### src/rtl/trap_controller_pkg.sv
// Shared definitions for the machine-mode trap path: SYSTEM opcode fields,
// trap kinds, mcause codes, CSR addresses and the trap sequencer states.
package trap_controller_pkg;

  localparam logic [6:0] OPCODE_SYSTEM = 7'b1110011;
  localparam logic [6:0] OPCODE_BRANCH = 7'b1100011;
  localparam logic [6:0] OPCODE_JAL    = 7'b1101111;
  localparam logic [6:0] OPCODE_JALR   = 7'b1100111;

  localparam logic [11:0] FUNCT12_ECALL  = 12'h000;
  localparam logic [11:0] FUNCT12_EBREAK = 12'h001;
  localparam logic [11:0] FUNCT12_MRET   = 12'h302;

  localparam logic [11:0] CSR_MTVEC  = 12'h305;
  localparam logic [11:0] CSR_MEPC   = 12'h341;
  localparam logic [11:0] CSR_MCAUSE = 12'h342;

  localparam logic [31:0] MCAUSE_ECALL_M          = 32'd11;
  localparam logic [31:0] MCAUSE_BREAKPOINT       = 32'd3;
  localparam logic [31:0] MCAUSE_INSTR_MISALIGNED = 32'd0;

  typedef enum logic [1:0] {
    TRAP_ECALL      = 2'b00,
    TRAP_EBREAK     = 2'b01,
    TRAP_MISALIGNED = 2'b10,
    TRAP_MRET       = 2'b11
  } trap_kind_e;

  typedef enum logic [2:0] {
    IDLE         = 3'd0,
    WRITE_MEPC   = 3'd1,
    WRITE_MCAUSE = 3'd2,
    READ_MTVEC   = 3'd3,
    READ_MEPC    = 3'd4,
    DEBUG        = 3'd5,
    GOTO         = 3'd6
  } trap_state_e;

  function automatic logic [31:0] mcause_code(input trap_kind_e kind);
    logic [31:0] code;
    code = MCAUSE_INSTR_MISALIGNED;
    case (kind)
      TRAP_ECALL:      code = MCAUSE_ECALL_M;
      TRAP_EBREAK:     code = MCAUSE_BREAKPOINT;
      TRAP_MISALIGNED: code = MCAUSE_INSTR_MISALIGNED;
      default:         code = MCAUSE_INSTR_MISALIGNED;
    endcase
    return code;
  endfunction

endpackage

### src/rtl/trap_controller.sv
// Machine-mode trap sequencer: saves mepc/mcause, fetches the handler or
// return address, and hands a one-cycle redirect to the PC controller.
module trap_controller
  import trap_controller_pkg::*;
#(
  parameter int          XLEN        = 32,
  parameter logic [11:0] MTVEC_ADDR  = CSR_MTVEC,
  parameter logic [11:0] MEPC_ADDR   = CSR_MEPC,
  parameter logic [11:0] MCAUSE_ADDR = CSR_MCAUSE
) (
  input  logic            clk,
  input  logic            reset_n,
  input  logic            trapped,
  input  logic [1:0]      trap_status,
  input  logic [XLEN-1:0] pc,
  input  logic [XLEN-1:0] csr_read_data,
  input  logic            debug_resume,
  output logic            csr_write_enable,
  output logic [11:0]     csr_address,
  output logic [XLEN-1:0] csr_write_data,
  output logic [XLEN-1:0] trap_target,
  output logic            trap_done,
  output logic            pc_stall,
  output logic            debug_mode
);

  trap_state_e     state, state_next;
  trap_kind_e      kind_q, kind_next;
  logic [XLEN-1:0] pc_q, pc_next;
  logic [XLEN-1:0] target_q, target_next;

  always_ff @(posedge clk) begin
    if (!reset_n) begin
      state    <= IDLE;
      kind_q   <= TRAP_ECALL;
      pc_q     <= '0;
      target_q <= '0;
    end else begin
      state    <= state_next;
      kind_q   <= kind_next;
      pc_q     <= pc_next;
      target_q <= target_next;
    end
  end

  // Only IDLE looks at trapped; every other state runs to completion.
  always_comb begin
    state_next       = state;
    kind_next        = kind_q;
    pc_next          = pc_q;
    target_next      = target_q;
    csr_write_enable = 1'b0;
    csr_address      = '0;
    csr_write_data   = '0;
    trap_target      = '0;
    trap_done        = 1'b0;
    pc_stall         = 1'b1;
    debug_mode       = 1'b0;

    case (state)
      IDLE: begin
        pc_stall = trapped;
        if (trapped) begin
          pc_next   = pc;
          kind_next = trap_kind_e'(trap_status);
          case (trap_kind_e'(trap_status))
            TRAP_EBREAK: state_next = DEBUG;
            TRAP_MRET:   state_next = READ_MEPC;
            default:     state_next = WRITE_MEPC;
          endcase
        end
      end

      WRITE_MEPC: begin
        csr_write_enable = 1'b1;
        csr_address      = MEPC_ADDR;
        csr_write_data   = pc_q;
        state_next       = WRITE_MCAUSE;
      end

      WRITE_MCAUSE: begin
        csr_write_enable = 1'b1;
        csr_address      = MCAUSE_ADDR;
        csr_write_data   = XLEN'(mcause_code(kind_q));
        state_next       = READ_MTVEC;
      end

      // Direct-mode vectoring: the mode bits of mtvec are not part of the address.
      READ_MTVEC: begin
        csr_address = MTVEC_ADDR;
        target_next = {csr_read_data[XLEN-1:2], 2'b00};
        state_next  = GOTO;
      end

      READ_MEPC: begin
        csr_address = MEPC_ADDR;
        target_next = csr_read_data;
        state_next  = GOTO;
      end

      DEBUG: begin
        debug_mode = 1'b1;
        if (debug_resume) begin
          target_next = pc_q + XLEN'(4);
          state_next  = GOTO;
        end
      end

      GOTO: begin
        trap_done   = 1'b1;
        trap_target = target_q;
        state_next  = IDLE;
      end

      default: begin
        pc_stall   = 1'b0;
        state_next = IDLE;
      end
    endcase
  end

endmodule

### config.mk
export PLATFORM = sky130hd
export DESIGN_NAME = trap_controller
export DESIGN_NICKNAME = d
export VERILOG_FILES = /design/src/rtl/trap_controller_pkg.sv /design/src/rtl/trap_controller.sv
export SDC_FILE = /design/constraint.sdc
export NUM_CORES = 1
export LEC_CHECK = 0
export BUFFER_PORTS_ARGS = -buffer_cell sky130_fd_sc_hd__buf_4
export CORE_ASPECT_RATIO = 2
export CORE_MARGIN = 5
export CORE_UTILIZATION = 45
export DETAILED_ROUTE_END_ITERATION = 16
export HOLD_SLACK_MARGIN = 0.03
export PLACE_DENSITY_LB_ADDON = 0.25
export SLEW_MARGIN = 30
export SYNTH_ARGS = -nofsm -noshare
export SYNTH_HDL_FRONTEND = slang
export SYNTH_SLANG_ARGS = --single-unit
### constraint.sdc
create_clock -name clk -period 1.7 [get_ports clk]
set_input_delay 0.34 -clock clk [delete_from_list [all_inputs] [get_ports clk]]
set_output_delay 0.34 -clock clk [all_outputs]
set_load 0.05 [all_outputs]
Word-level counts from Yosys, hierarchy flattened
Index checks and enable logic that the tools add are counted.
{ "classes": {"n_addsub": 1, "n_eq_ne": 11, "n_mux": 14, "n_reduce_logical": 10} }
{ "ops": {"columns": ["cell", "count"], "rows": [
  ["32-bit case mux with 3 select lines", 1],
  ["32-bit 2-to-1 mux", 2],
  ["32-bit case mux with 2 select lines", 1],
  ["32-bit by 3-bit adder with 32-bit output, second input constant", 1],
  ["10-bit case mux with 3 select lines", 1],
  ["3-bit case mux with 5 select lines", 1],
  ["3-bit == test, second input constant", 3],
  ["4-bit case mux with 2 select lines", 1],
  ["3-bit by 2-bit == test with 1-bit output, second input constant", 2],
  ["3-bit 2-to-1 mux", 2],
  ["3-bit case mux with 2 select lines", 1],
  ["2-bit AND reduction", 3],
  ["2-bit OR reduction", 3],
  ["6-bit OR reduction", 1],
  ["2-bit by 1-bit == test with 1-bit output, second input constant", 2],
  ["2-bit != test, second input constant", 2],
  ["3-bit by 1-bit == test with 1-bit output, second input constant", 1],
  ["3-bit zero test", 1],
  ["1-bit 2-to-1 mux", 3],
  ["3-bit nonzero test", 1],
  ["2-bit == test, second input constant", 1],
  ["2-bit zero test", 1],
  ["1-bit case mux with 2 select lines", 1]
]} }
{ "word_totals": {"register_bits": 69, "input_bits": 70, "out_inout_bits": 80, "word_cells": 40} }

Logic depth before layout (Yosys ltp)
Gate-level depths: netlist of run 1.
{ "depth": {"depth_word": 4, "ltp_mapped": 9, "depth_no_buf": 6} }

Worst setup path before layout of run 1
No wires, ideal clock.
{ "synth_path": {"kind": "reg2out", "start": "register state[1]", "end": "output port csr_address[9]", "t_arrival_ps": 2127, "t_required_ps": 1360, "setup_slack_ps": -767, "path_stages_with_launch": 6, "n_path_buf": 3, "cell_sequence": "dfxtp_1 > clkbuf_1 > clkbuf_1 > nor2_1 > xnor2_1 > buf_4"} }
{ "synth_via": {"elab_chain_len": 3, "elab_cells_between_ends": 6, "classes_between": "eq/ne (4); mux (1); reduce/logical (1)"} }
{ "synth_lines": {"columns": ["item", "line", "source"], "rows": [
  ["start: declaration", "trap_controller.sv:27", "trap_state_e state, state_next;"],
  ["start signal: assignment", "trap_controller.sv:39", "state <= state_next;"],
  ["3-bit == test / 3-bit by 1-bit == test with 1-bit output (equally long branches)", "trap_controller.sv:60", "case (state)"],
  ["2-bit OR reduction (no source line)", null, null],
  ["10-bit case mux with 3 select lines *", "trap_controller.sv:60", null],
  ["end: declaration", "trap_controller.sv:19", "output logic [11:0] csr_address,"]
]} }
Every way passes the cells marked *; elsewhere a longest branch is shown, timed or not.

Final worst setup path of run 1
{ "layout_path": {"start": "register state[2]", "end": "output port csr_write_data[0]"} }
{ "layout_via": {"elab_chain_len": 2, "elab_cells_between_ends": 3, "classes_between": "eq/ne (2); mux (1)"} }
{ "layout_lines": {"columns": ["item", "line", "source"], "rows": [
  ["3-bit by 2-bit == test with 1-bit output / 3-bit by 1-bit == test with 1-bit output (equally long branches)", "trap_controller.sv:60", null],
  ["32-bit case mux with 2 select lines *", "trap_controller.sv:60", null],
  ["end: declaration", "trap_controller.sv:20", "output logic [XLEN-1:0] csr_write_data,"]
]} }
Marked as above.

==> flow_summary.yaml, run 1 <==
outcome:
  status: "finished, violations left"
  violations: "setup timing"
sta:
  finalSetupViolations: 79
  period_share: 1.131
  rsz0062_at_grt: "true"
  min_period_ns: 1.922
  layout_setup_ws_ns: -0.2224
  timing.final.hold_violations: 0
  slew_viol_final: 0
  final.setup_skew_ns: 0.005275
  fin_setup_tns_ns: -10.88
  max_freq_mhz: 520.2
global_routing:
  gr-usage-met1: 0.2999
  busiest_layer: "met2"
  grt.met2_usage: 0.5005
  grt_usage: 0.2799
  grt_max_degree: 36
  grtUsageMet3: 0.05682
  grt_overflow_total: 0
  grt_pass1_wl_um: 24800
  antenna_found_initial: 0
  grt_pass1_vias: 4937
pwr:
  seqPwrFrac: 0.303
  pwr-share-clk: 0.268
  max-vdd-ir-drop_v: 0.0009320
  combPwrFrac: 0.429
  switching_share: 0.3758
  p_switching_mw: 2.553
  leakage_nw: 3.180
  cellPowerDensity_nw_per_um2: 934.1
  p_int_mw: 4.240
placed_design:
  placed_area_um2: 5743
  detailed_place_hpwl_um: 10010
  gp_congestion: 0.9289
  port_buffers: 143
yosys:
  syn_inst: 541
  syn_avg_cell_area_um2: 7.359
  synth.top_cell.area_share: 0.3470
  synth.distinct_cells: 50
  netlist_area_um2: 3981
  synth-main-ff-cell: "dfxtp_1"
  synth-edff-count: 0
  synthTopCellsByArea: "dfxtp_1 35%, nand2_1 12%, and2_1 9.1%, a21oi_1 6.5%, xnor2_1 4.2%"
  synth.yosys.warnings: 0
  ys_async_sr_fraction: 0
  synth-seq-cells: 69
  seq_area_frac_synth: 0.3470
  yosysTopAreaCell: "dfxtp_1"
cts:
  path_clk_slew_ns: 0.06
  clock_sinks: 69
  cts-buffers-inserted: 9
  h-tree-depth: 3
  clockBufferDepth: 2
  worstSkewPairLatency_ns: 0.33
  tritoncts: "built"
  cts_hold_buffers: 0
  root_buffer: "clkbuf_16"
floorplanning:
  core_um2: 8648
  die_width_um: 76.51
  start_util: 0.4604
  boundaryPins: 150
  rows: 48
  chipHeight_um: 143.0
  die-area_um2: 10940
routing:
  firstDrtPassIters: 5
  first_iter_violations: 574
  totalWireLength_um: 17640
  antenna_left: 0
  viasPerCell: 5.877
  wire_per_inst_um: 20.85
  drc_errors: 0
  vias: 4972
final_layout:
  drive_gt1_frac: 0.5000
  final_core_util: 0.8409
  diodes: 0
  fin_area_um2: 7272
  areaGrowthSynthToFinish_pct: 82.65
  layout.nets: 812
hold_path:
  hold_depth: 3
  hp-class: "input pin to flip-flop"
worst_setup_path:
  worstSetupStartpointType: "flip-flop"
  critical_path_class: "flip-flop to output port"
  arrival_ns: 1.58
  critPathCaptureType: "output port"
  cp_data_required_time_ns: 1.36
  worstRegToRegCells: 7
  crit_fanout: 7
job:
  maxCapViolations: 0
-- layer usage --
layer / wire length [um] / vias to the layer above
met1: 6111 / 2362
met4: 918 / 0
li1: - / 2215
met2: 9348 / 316
met3: 1259 / 79
met5: 0 / -
-- flip-flops by register name (all words and copies together) (netlist names) --
| register | flops |
|---|---|
| kind_q | 2 |
| pc_q | 32 |
| target_q | 32 |
| state | 3 |
-- power groups by stage --
stage	Clock [mW]	Combinational [mW]	Sequential [mW]
6_report	1.82	2.92	2.06
5_1_grt	1.89	3.06	2.08
4_1_cts	1.81	2.63	2.02
3_5_place_dp	0	2.21	2.03
3_3_place_gp	0	2.18	2.02
2_1_floorplan	0	1.42	2.02
-- area by class of cell --
class | count | area [um^2]
flip-flops and latches | 69 | 1406
well taps | 100 | 125.1
inverters | 11 | 48.80
repair buffers | 229 | 2477
multi-input cells | 421 | 2923
clock buffers | 16 | 291.5
fillers | 463 | 1376
-- repair_timing --
action / 4_1_cts / 5_1_grt
endpoints found under the hold margin: 0 / 0
pin swaps: 37 / 33
gates resized for setup: 192 / 46
setup endpoints to repair: 88 / 92
gates cloned: 4 / 2
buffers inserted: 8 / 15
-- cell usage in the layout, fill, tap and decap left out, types with 7 or more instances in the layout --
cell       count
a21oi_1       50
and2_4        53
buf_12        10
buf_4        126
buf_6         30
buf_8         57
clkbuf_16     11
dfxtp_1       59
nand2_1      116
nand3_1       26
nor2_1        16
nor3_4        10
nor4_4         7
o21ai_1       14
xnor2_1       17
xor2_1         7
-- logic make-up (layout without fill, tap and decap cells) --
kind of cell / after synthesis / after routing / synth area share
other: 1 / 6 / 0.0009419
adders and majority gates: 1 / 1 / 0.003142
buffers and inverters: 56 / 256 / 0.06443
AOI/OAI and AO/OA: 109 / 109 / 0.1713
muxes: 4 / 4 / 0.01006
DFF: 69 / 69 / 0.3470
and+or+nand+nor: 275 / 275 / 0.3460
xor gates and xnor gates: 26 / 26 / 0.05720
-- critical path, stage by stage, from the launching register on --
cell	delay (ns)
dfxtp_4	0.36
nand2b_4	0.16
nor2_4	0.11
buf_6	0.14
buf_12	0.14
nand2_2	0.06
o21ai_2	0.07
buf_6	0.18
-- synth_stat cells, drive strengths merged, types with 3 or more instances --
cell type	n
buf	15
xnor2	19
o21a	3
nor4	9
dfxtp	69
clkbuf	30
o2bb2ai	6
inv	10
o21ai	21
a21o	3
o211ai	5
nand2b	4
nand4	5
nand2	123
nor3	17
mux2i	4
xor2	7
a221oi	6
nor2	21
nand3	28
and2	58
a31oi	3
a21oi	52
-- worst paths after layout --
| kind | start | to | slack, ns |
|---|---|---|---|
| min | pc[30] | pc_q[30] | 0.25 |
| max reg2reg | pc_q[9] | target_q[27] | -0.09 |
| max | state[2] | csr_write_data[0] | -0.22 |
| min reg2reg | target_q[9] | target_q[9] | 0.46 |
-- per-stage QoR --
stage | std cells | total power [mW] | worst slack [ns] | hold WS, ns
after floorplan | 546 | 3.440 | -0.3906 | 0.4320
after CTS | 829 | 6.455 | -0.1976 | 0.2517
after detailed placement | 802 | 4.243 | -0.06887 | 0.4456
after global placement | 802 | 4.197 | -0.04709 | 0.4400
final | 846 | 6.793 | -0.2224 | 0.2510
after global routing | 846 | 7.028 | -0.2544 | 0.2633
Note: power is estimated with default switching activity, not from simulation.
==> inputs of run 2 (changes only) <==
--- a/config.mk
+++ b/config.mk
@@ -12,6 +12,7 @@
 export DETAILED_ROUTE_END_ITERATION = 16
 export HOLD_SLACK_MARGIN = 0.03
 export PLACE_DENSITY_LB_ADDON = 0.25
+export SETUP_SLACK_MARGIN = 0.15
 export SLEW_MARGIN = 30
 export SYNTH_ARGS = -nofsm -noshare
 export SYNTH_HDL_FRONTEND = slang
==> flow_summary.yaml, run 2 (synthesis gave the netlist of run 1 again) <==
outcome:
  status: "finished, violations left"
  violations: "setup timing"
pwr:
  max-vdd-ir-drop_v: 0.0008370
  cellPowerDensity_nw_per_um2: 907.1
  leakage_nw: 3.581
  p_total_mw: 7.334
sta:
  min_period_ns: 1.957
  finalSetupViolations: 98
  max_freq_mhz: 511.1
  hold_ws_ns: 0.2497
  rsz0062_at_grt: "true"
  period_share: 1.151
  final.setup_skew_ns: 0.009170
  layout_setup_ws_ns: -0.2567
  timing.final.hold_violations: 0
  slew_viol_final: 0
global_routing:
  grt_overflow_total: 0
  grt_max_degree: 36
  grt_pass1_vias: 4789
  grt_pass1_wl_um: 24610
  grt_usage: 0.2815
  antenna_found_initial: 0
floorplanning:
  start_util: 0.4604
  boundaryPins: 150
  chipHeight_um: 143.0
  die-area_um2: 10940
  core_um2: 8648
  die_width_um: 76.51
  rows: 48
routing:
  antenna_left: 0
  first_iter_violations: 533
  totalWireLength_um: 21690
  drc_errors: 0
  highest_layer: "met4"
  wire_per_inst_um: 24.96
  firstDrtPassIters: 5
  wl_met3_um: 1485
  wl_met2_um: 11480
  wl_met1_um: 6916
  viasPerCell: 6.185
  vias: 5375
worst_setup_path:
  worstSetupStartpointType: "flip-flop"
  cp_slowest_stage_delay_ns: 0.39
  slowest_stage: "dfxtp_4"
  arrival_ns: 1.62
  crit_fanout: 8
  ff2ff_setup_slack_ns: -0.11
  critPathCaptureType: "output port"
  worst-path-buf-inv: 4
  regToRegEndpoint: "target_q[30]"
  critical_path_class: "flip-flop to output port"
  worstRegToRegCells: 7
  timing.critical_path.mode_cell: "buf_6"
  worst_path_dominant_cell_family: "buffers and inverters"
  crit_end: "trap_target[10]"
  path_depth: 7
  cp_data_required_time_ns: 1.36
  path_cells: "buf_6 > nand2_4 > nor2_4 > buf_6 > clkbuf_16 > and2_4 > buf_8"
  crit_path_start: "state[2]"
  r2r-start: "pc_q[16]"
cts:
  tritoncts: "built"
  root_buffer: "clkbuf_16"
  worstSkewPairLatency_ns: 0.35
  h-tree-depth: 3
  cts_hold_buffers: 0
  clock_sinks: 69
  path_clk_slew_ns: 0.06
  clockBufferDepth: 2
  cts-buffers-inserted: 9
final_layout:
  final_cell_mix: "135 x buf_4, 84 x nand2_1, 59 x buf_8"
  fin_area_um2: 8085
  final_core_util: 0.9349
  areaGrowthSynthToFinish_pct: 103.1
  drive_gt1_frac: 0.6320
  diodes: 0
  largestRegisters: "pc_q x32, target_q x32, state x3"
  fill_cells: 257
  final_common_cell: "buf_4"
  layout.nets: 836
placed_design:
  gp_congestion: 0.9228
  placed_area_um2: 5881
  port_buffers: 143
  detailed_place_hpwl_um: 10020
job:
  maxCapViolations: 0
hold_path:
  hp-class: "input pin to flip-flop"
run 2: cell types whose count changed in the layout (fill, tap and decap cells not counted), moves of 7 or more:
cell | before | now
dfxtp_1 | 59 | 51
buf_4 | 126 | 135
buf_12 | 10 | 17
a21oi_2 | 2 | 33
and2_2 | 0 | 7
nand2_4 | 4 | 31
a21oi_1 | 50 | 18
nand2_1 | 116 | 84
run 2: worst min-delay path by stage:
stage	to	slack, ns	startpoint	cells after the start
floorplan	target_q[9]	0.43	target_q[9]	2
global placement	target_q[9]	0.44	target_q[9]	2
detailed placement	target_q[9]	0.45	target_q[9]	2
CTS	pc_q[5]	0.23	pc[5]	3
global route	pc_q[19]	0.24	pc[19]	3
finish	pc_q[19]	0.25	pc[19]	3
run 2: power by group:
part | leakage (nW) | switching, mW | internal, mW | total, mW
sequential | 0.573 | 0.241 | 1.85 | 2.09
clock | 0.124 | 0.721 | 0.980 | 1.70
combinational | 2.88 | 1.99 | 1.55 | 3.54
run 2: worst min-delay path: stages:
cell and delay, ns:
buf_4 0.11, nand2_2 0.05, a21oi_2 0.04
run 2: through the flow:
stage	cells	TNS [ns]	setup slack, ns
5_1_grt	869	-17.57	-0.2727
3_5_place_dp	798	-0.07109	-0.02569
2_1_floorplan	546	-0.08119	-0.04191
3_3_place_gp	798	-0.002424	-0.002424
4_1_cts	844	-9.934	-0.2107
6_report	869	-14.60	-0.2567
run 2: repair_timing:
item,4_1_cts,5_1_grt
pin swaps,40,111
gates resized for setup,179,156
gates cloned,2,8
endpoints found under the hold margin,0,0
setup endpoints to repair,103,117
setup buffers,29,17
run 2: layer usage:
| layer | GRT usage | vias to the layer above |
|---|---|---|
| met2 | 0.5149 | 396 |
| met3 | 0.04861 | 155 |
| met1 | 0.3046 | 2554 |
| met5 | 0 | - |
| met4 | 0.1484 | 0 |
| li1 | - | 2270 |
run 2: layout make-up:
type,count,area (um^2),area share
tap,100,125.1,0.01548
timing repair buffer,253,2841,0.3514
clock inverter,2,11.26,0.001393
multi-input combinational,421,3393,0.4197
clock buffer,13,240.2,0.02971
inverter,11,50.05,0.006190
sequential,69,1424,0.1761
